File: config.mk
export PLATFORM = sky130hd
export DESIGN_NAME = obi_sbr_mem
export DESIGN_NICKNAME = d
export VERILOG_FILES = /design/src/rtl/obi_sbr_mem.sv
export SDC_FILE = /design/constraint.sdc
export NUM_CORES = 1
export LEC_CHECK = 0
export BUFFER_PORTS_ARGS = -buffer_cell sky130_fd_sc_hd__buf_2
export CAP_MARGIN = 30
export CORE_UTILIZATION = 62
export CTS_CLUSTER_SIZE = 25
export DETAILED_ROUTE_END_ITERATION = 12
export GPL_ROUTABILITY_DRIVEN = 1
export PLACE_DENSITY = 0.92
export SLEW_MARGIN = 5
export SYNTH_ARGS = -nofsm -noshare
export SYNTH_HDL_FRONTEND = slang
export SYNTH_SLANG_ARGS = --single-unit
File: constraint.sdc
create_clock -name clk_i -period 3.2 [get_ports clk_i]
set_input_delay 0 -clock clk_i [delete_from_list [all_inputs] [get_ports clk_i]]
set_output_delay 0 -clock clk_i [all_outputs]
set_load 0.02 [all_outputs]
File: src/rtl/obi_sbr_mem.sv
// OBI subordinate backed by a small word-addressed memory.
// Optional grant wait states and an in-order response FIFO decouple the A and R channels.
module obi_sbr_mem #(
  parameter int unsigned ADDR_WIDTH = 32,
  parameter int unsigned DATA_WIDTH = 32,
  parameter int unsigned DEPTH      = 16,
  parameter logic [31:0] BASE_ADDR  = 32'h0000_0000,
  parameter int unsigned GNT_WAIT   = 0,
  parameter int unsigned RSP_DEPTH  = 2
) (
  input  logic                    clk_i,
  input  logic                    reset_i,
  input  logic                    obi_req_i,
  output logic                    obi_gnt_o,
  input  logic [ADDR_WIDTH-1:0]   obi_addr_i,
  input  logic                    obi_we_i,
  input  logic [DATA_WIDTH/8-1:0] obi_be_i,
  input  logic [DATA_WIDTH-1:0]   obi_wdata_i,
  output logic                    obi_rvalid_o,
  input  logic                    obi_rready_i,
  output logic [DATA_WIDTH-1:0]   obi_rdata_o,
  output logic                    obi_err_o
);

  localparam int unsigned IDX_W = $clog2(DEPTH);
  localparam int unsigned PTR_W = (RSP_DEPTH > 1) ? $clog2(RSP_DEPTH) : 1;
  localparam int unsigned CNT_W = $clog2(RSP_DEPTH + 1);
  localparam int unsigned BE_W  = DATA_WIDTH / 8;

  localparam logic [ADDR_WIDTH-1:0] BASE = ADDR_WIDTH'(BASE_ADDR);
  localparam logic [ADDR_WIDTH-1:0] SPAN = ADDR_WIDTH'(4 * DEPTH);

  logic [DATA_WIDTH-1:0] mem [DEPTH];
  logic [DATA_WIDTH-1:0] fifo_rdata [RSP_DEPTH];
  logic                  fifo_err [RSP_DEPTH];

  logic [3:0]            wcnt;
  logic [PTR_W-1:0]      wptr;
  logic [PTR_W-1:0]      rptr;
  logic [CNT_W-1:0]      count;
  logic                  fifo_full;
  logic                  fifo_empty;
  logic                  accept;
  logic                  pop;
  logic                  addr_ok;
  logic [ADDR_WIDTH-1:0] offset;
  logic [IDX_W-1:0]      index;
  logic [DATA_WIDTH-1:0] rsp_rdata;
  logic                  rsp_err;

  function automatic logic [PTR_W-1:0] ptr_next(input logic [PTR_W-1:0] p);
    return (p == PTR_W'(RSP_DEPTH - 1)) ? '0 : p + 1'b1;
  endfunction

  assign fifo_full  = (count == CNT_W'(RSP_DEPTH));
  assign fifo_empty = (count == '0);

  // Grant uses the registered full flag, so a pop only frees a slot from the next cycle on
  assign obi_gnt_o = !reset_i && obi_req_i && !fifo_full && (wcnt == 4'(GNT_WAIT));
  assign accept    = obi_req_i && obi_gnt_o;

  assign obi_rvalid_o = !reset_i && !fifo_empty;
  assign pop          = obi_rvalid_o && obi_rready_i;
  assign obi_rdata_o  = obi_rvalid_o ? fifo_rdata[rptr] : '0;
  assign obi_err_o    = obi_rvalid_o && fifo_err[rptr];

  assign offset  = obi_addr_i - BASE;
  assign addr_ok = (obi_addr_i >= BASE) && (offset < SPAN) && (obi_addr_i[1:0] == 2'b00);
  assign index   = offset[IDX_W+1:2];

  always_comb begin
    rsp_rdata = '0;
    rsp_err   = 1'b0;
    if (!addr_ok) begin
      rsp_err = 1'b1;
    end else if (!obi_we_i) begin
      rsp_rdata = mem[index];
    end
  end

  // Saturates at GNT_WAIT so a request stalled by a full FIFO is granted as soon as space frees
  always_ff @(posedge clk_i) begin
    if (reset_i) begin
      wcnt <= '0;
    end else if (accept || !obi_req_i) begin
      wcnt <= '0;
    end else if (wcnt != 4'(GNT_WAIT)) begin
      wcnt <= wcnt + 4'd1;
    end
  end

  always_ff @(posedge clk_i) begin
    if (reset_i) begin
      for (int i = 0; i < int'(DEPTH); i++) begin
        mem[i] <= '0;
      end
    end else if (accept && obi_we_i && addr_ok) begin
      for (int b = 0; b < int'(BE_W); b++) begin
        if (obi_be_i[b]) begin
          mem[index][8*b +: 8] <= obi_wdata_i[8*b +: 8];
        end
      end
    end
  end

  always_ff @(posedge clk_i) begin
    if (reset_i) begin
      wptr  <= '0;
      rptr  <= '0;
      count <= '0;
      for (int i = 0; i < int'(RSP_DEPTH); i++) begin
        fifo_rdata[i] <= '0;
        fifo_err[i]   <= 1'b0;
      end
    end else begin
      if (accept) begin
        fifo_rdata[wptr] <= rsp_rdata;
        fifo_err[wptr]   <= rsp_err;
        wptr             <= ptr_next(wptr);
      end
      if (pop) begin
        rptr <= ptr_next(rptr);
      end
      if (accept && !pop) begin
        count <= count + 1'b1;
      end else if (!accept && pop) begin
        count <= count - 1'b1;
      end
    end
  end

endmodule

==> results.md <==
* IO buf count at 107
* Cell with the most instances after synthesis: edfxtp_1
* RSZ-0062 raised after global routing: false
* CTS tree: built
* Max Fclk at 344 MHz
* Mapped cell area at 26600 um2
* Yosys reg bits at 587
* Syn Area/Cell at 13.4 um2
* Fin worst setup slack at 291 ps
* Synth Instances at 1984
* WHS at 115 ps
* GPL Wtd Cong at 1.01
* Share of layout cells above drive strength 1 at 22.0%
* Syn. warnings at 0
* Routed WL at 80300 um
* DRT Pass-1 Iters at 7
* Remaining Overflow, GRT at 0
* Syn Nets at 2060
* Hold Path Class: in -> reg
* Routed Antenna Nets at 0
* Nets at 2130
* Clk sinks at 587
* Cell Pwr Density at 567 nW/um2
* Multi-input combinational cell area at 8380 um2
* Synth area leaders: edfxtp_1 65%, mux4_2 11%, nor2_1 7.7%
* Status: complete, no violations
* Rows at 75
* Post-Place Cells at 2501
* Vias in the first global route at 18400
* Most frequent cells after synthesis: 578 x edfxtp_1, 548 x nor2_1, 165 x nand2_1
* Reg power frac at 52.3%
* CP required at 3560 ps
* Number of synthesized flops with an enable pin at 578
* Crit path max fanout at 128
* Hold Fails Final Rpt at 0
* Pint at 12.9 mW
* Kind of end point of the critical path: flop
* Overall power at 16.9 mW
* Async SR Flop Fraction at 0%
* Switching Share at 23.8%
* Final setup TNS at 0 ps
* First-pass GRT wire length at 117000 um
* Clock share of power at 38.9%
* Sequential area share after synthesis at 65.8%
* Fin crit share at 90.9%
* Worst path arrival time at 3270 ps
* Static Leakage at 10.1 nW
* Avg WL per Cell at 30.5 um
* # DRC at 0
* Layout area overhead at 12.0%
* Worst slew margin at 21.2%
* Switching Power at 4.03 mW
* Worst VDD drop at 0.392 mV
* IO Pins at 108
* Combinational share of power at 8.8%
* CTS HTree Levels at 2
* Total Die Area at 43800 um2
* MaxCap Viol Count at 0
* Post-route insts no fill at 2637
* Core footprint at 42100 um2
* Post-synth cell types at 36
* Fin crit period at 2910 ps
* Post-CTS Resized at 0
* Clk_lat worst skew at 600 ps
* Reg area at 17500 um2
* Die height at 209 um
* Initial drt markers at 4006
* Clk root buf: clkbuf_16
* Die X at 209 um
* Largest net degree at the start of global routing at 129
* Setup WS pre-CTS at 476 ps
* Via count at 19400
* # fillers at 2368
* Initial antenna violation count at 4
* Area leader, netlist: edfxtp_1
* Deepest clock path buffer count at 3
* CTS buffer count at 54
* Initial Util at 63.2%
* Startpoint Class: flop
* Worst-Margin Slew at 1180 ps
* DR vias/cell at 7.36
* Worst Skew at 13.4 ps
* CTS clk-pin slew, worst paths at 70 ps
* Synth top area share at 65.2%
* Post-synth top flop: edfxtp_1
* Max Slew Vio Count at 0
* Hpwl dp at 53700 um
* Setup Viol. Count Final at 0
* Kind of critical path: reg -> reg
* Gr usage total at 37.1%
state kept, by name (all words and copies together), names as in the netlist, named ones only:
| signal | cells |
|---|---|
| fifo_err | 2 |
| count | 2 |
| wcnt | 4 |
| fifo_rdata | 64 |
| rptr | 1 |
| wptr | 1 |
| mem | 512 |
per-layer routing:
layer	wire length [um]	vias up	GRT usage (%)
met5	23	-	0
met4	5930	4	21.4
met3	14600	479	12.9
met2	36000	2286	56.9
met1	23700	9029	46.2
li1	-	7599	-
power by group through the flow:
stage	logic, mW	clock network, mW	registers (mW)
6_report	1.49	6.58	8.85
2_1_floorplan	0.912	0	8.90
4_1_cts	1.41	6.49	8.85
3_5_place_dp	1.35	0	9.01
3_3_place_gp	1.30	0	8.99
5_1_grt	1.53	6.78	8.85
final timing paths:
check           start          endpoint  slack [ps]  cells after the start
max reg2reg   wcnt[0]        mem[0][16]         290                      8
max           wcnt[0]        mem[0][16]         290                      8
min reg2reg   wcnt[0]           wcnt[0]         520                      2
min          obi_we_i  fifo_rdata[0][5]         110                      4
cells by family after synthesis:
group	synth area share (%)
xor gates and xnor gates	0.197
DFF	65.8
muxes	12.1
adders and majority gates	0.141
AOI/OAI and AO/OA	4.37
and+or+nand+nor	14.5
buffers and inverters	2.90
cell type report:
type | count | share of cell area, %
flip-flops and latches | 587 | 58.8
multi-input cells | 1203 | 28.1
clock buffers | 67 | 4.93
repair buffers | 205 | 4.88
well taps | 539 | 2.26
clock inverters | 32 | 1.01
inverters | 3 | 0.0378
diodes | 1 | 0.00839
worst max-delay path, stage by stage, from the launching register on:
cell and delay [ps]:
dfxtp_1 340, inv_1 90, ha_1 160, or3b_1 500
nor4b_4 400, buf_4 290, nand3_4 100, buf_12 270
nor4_1 470
metrics by stage:
step                utilization, %  cell area (um2)
floorplan                        -            26600
global placement              65.7            27700
detailed placement            65.7            27700
CTS                           70.7            29800
global route                  70.8            29800
finish                        70.8            29800
cell usage in the layout, fill, tap and decap left out, types with 2 or more instances in the layout:
cell type / Yosys / layout
edfxtp_1: 578 / 578
nor2_1: 548 / 546
nand2_1: 165 / 165
nor4_1: 136 / 136
mux4_2: 128 / 128
buf_2: 32 / 105
a31o_2: 64 / 64
a22o_1: 64 / 64
buf_4: 1 / 57
clkbuf_16: 0 / 55
dlygate4sd3_1: 0 / 35
mux2i_1: 33 / 33
clkinv_2: 0 / 13
nand4_1: 12 / 12
nand2b_1: 9 / 9
dfxtp_1: 9 / 8
clkinv_1: 0 / 7
clkbuf_1: 144 / 7
clkbuf_8: 0 / 6
bufinv_16: 0 / 5
buf_12: 0 / 5
or2_2: 4 / 4
xor2_1: 4 / 4
clkinvlp_4: 0 / 4
nor3_1: 3 / 3
inv_1: 3 / 3
nand3_1: 4 / 3
a21oi_1: 3 / 3
ha_1: 3 / 3
nor2b_4: 0 / 2
nor2_4: 0 / 2
and2_1: 2 / 2
xnor2_1: 2 / 2
nor2b_2: 0 / 2
nand4b_1: 2 / 2
a21boi_0: 2 / 2
repair_timing:
| item | CTS | global route |
|---|---|---|
| hold buffers | 35 | 0 |
| hold endpoints to repair | 376 | 0 |
| setup buffers | 0 | 0 |
No activity file was read; power rests on OpenSTA's default activity.
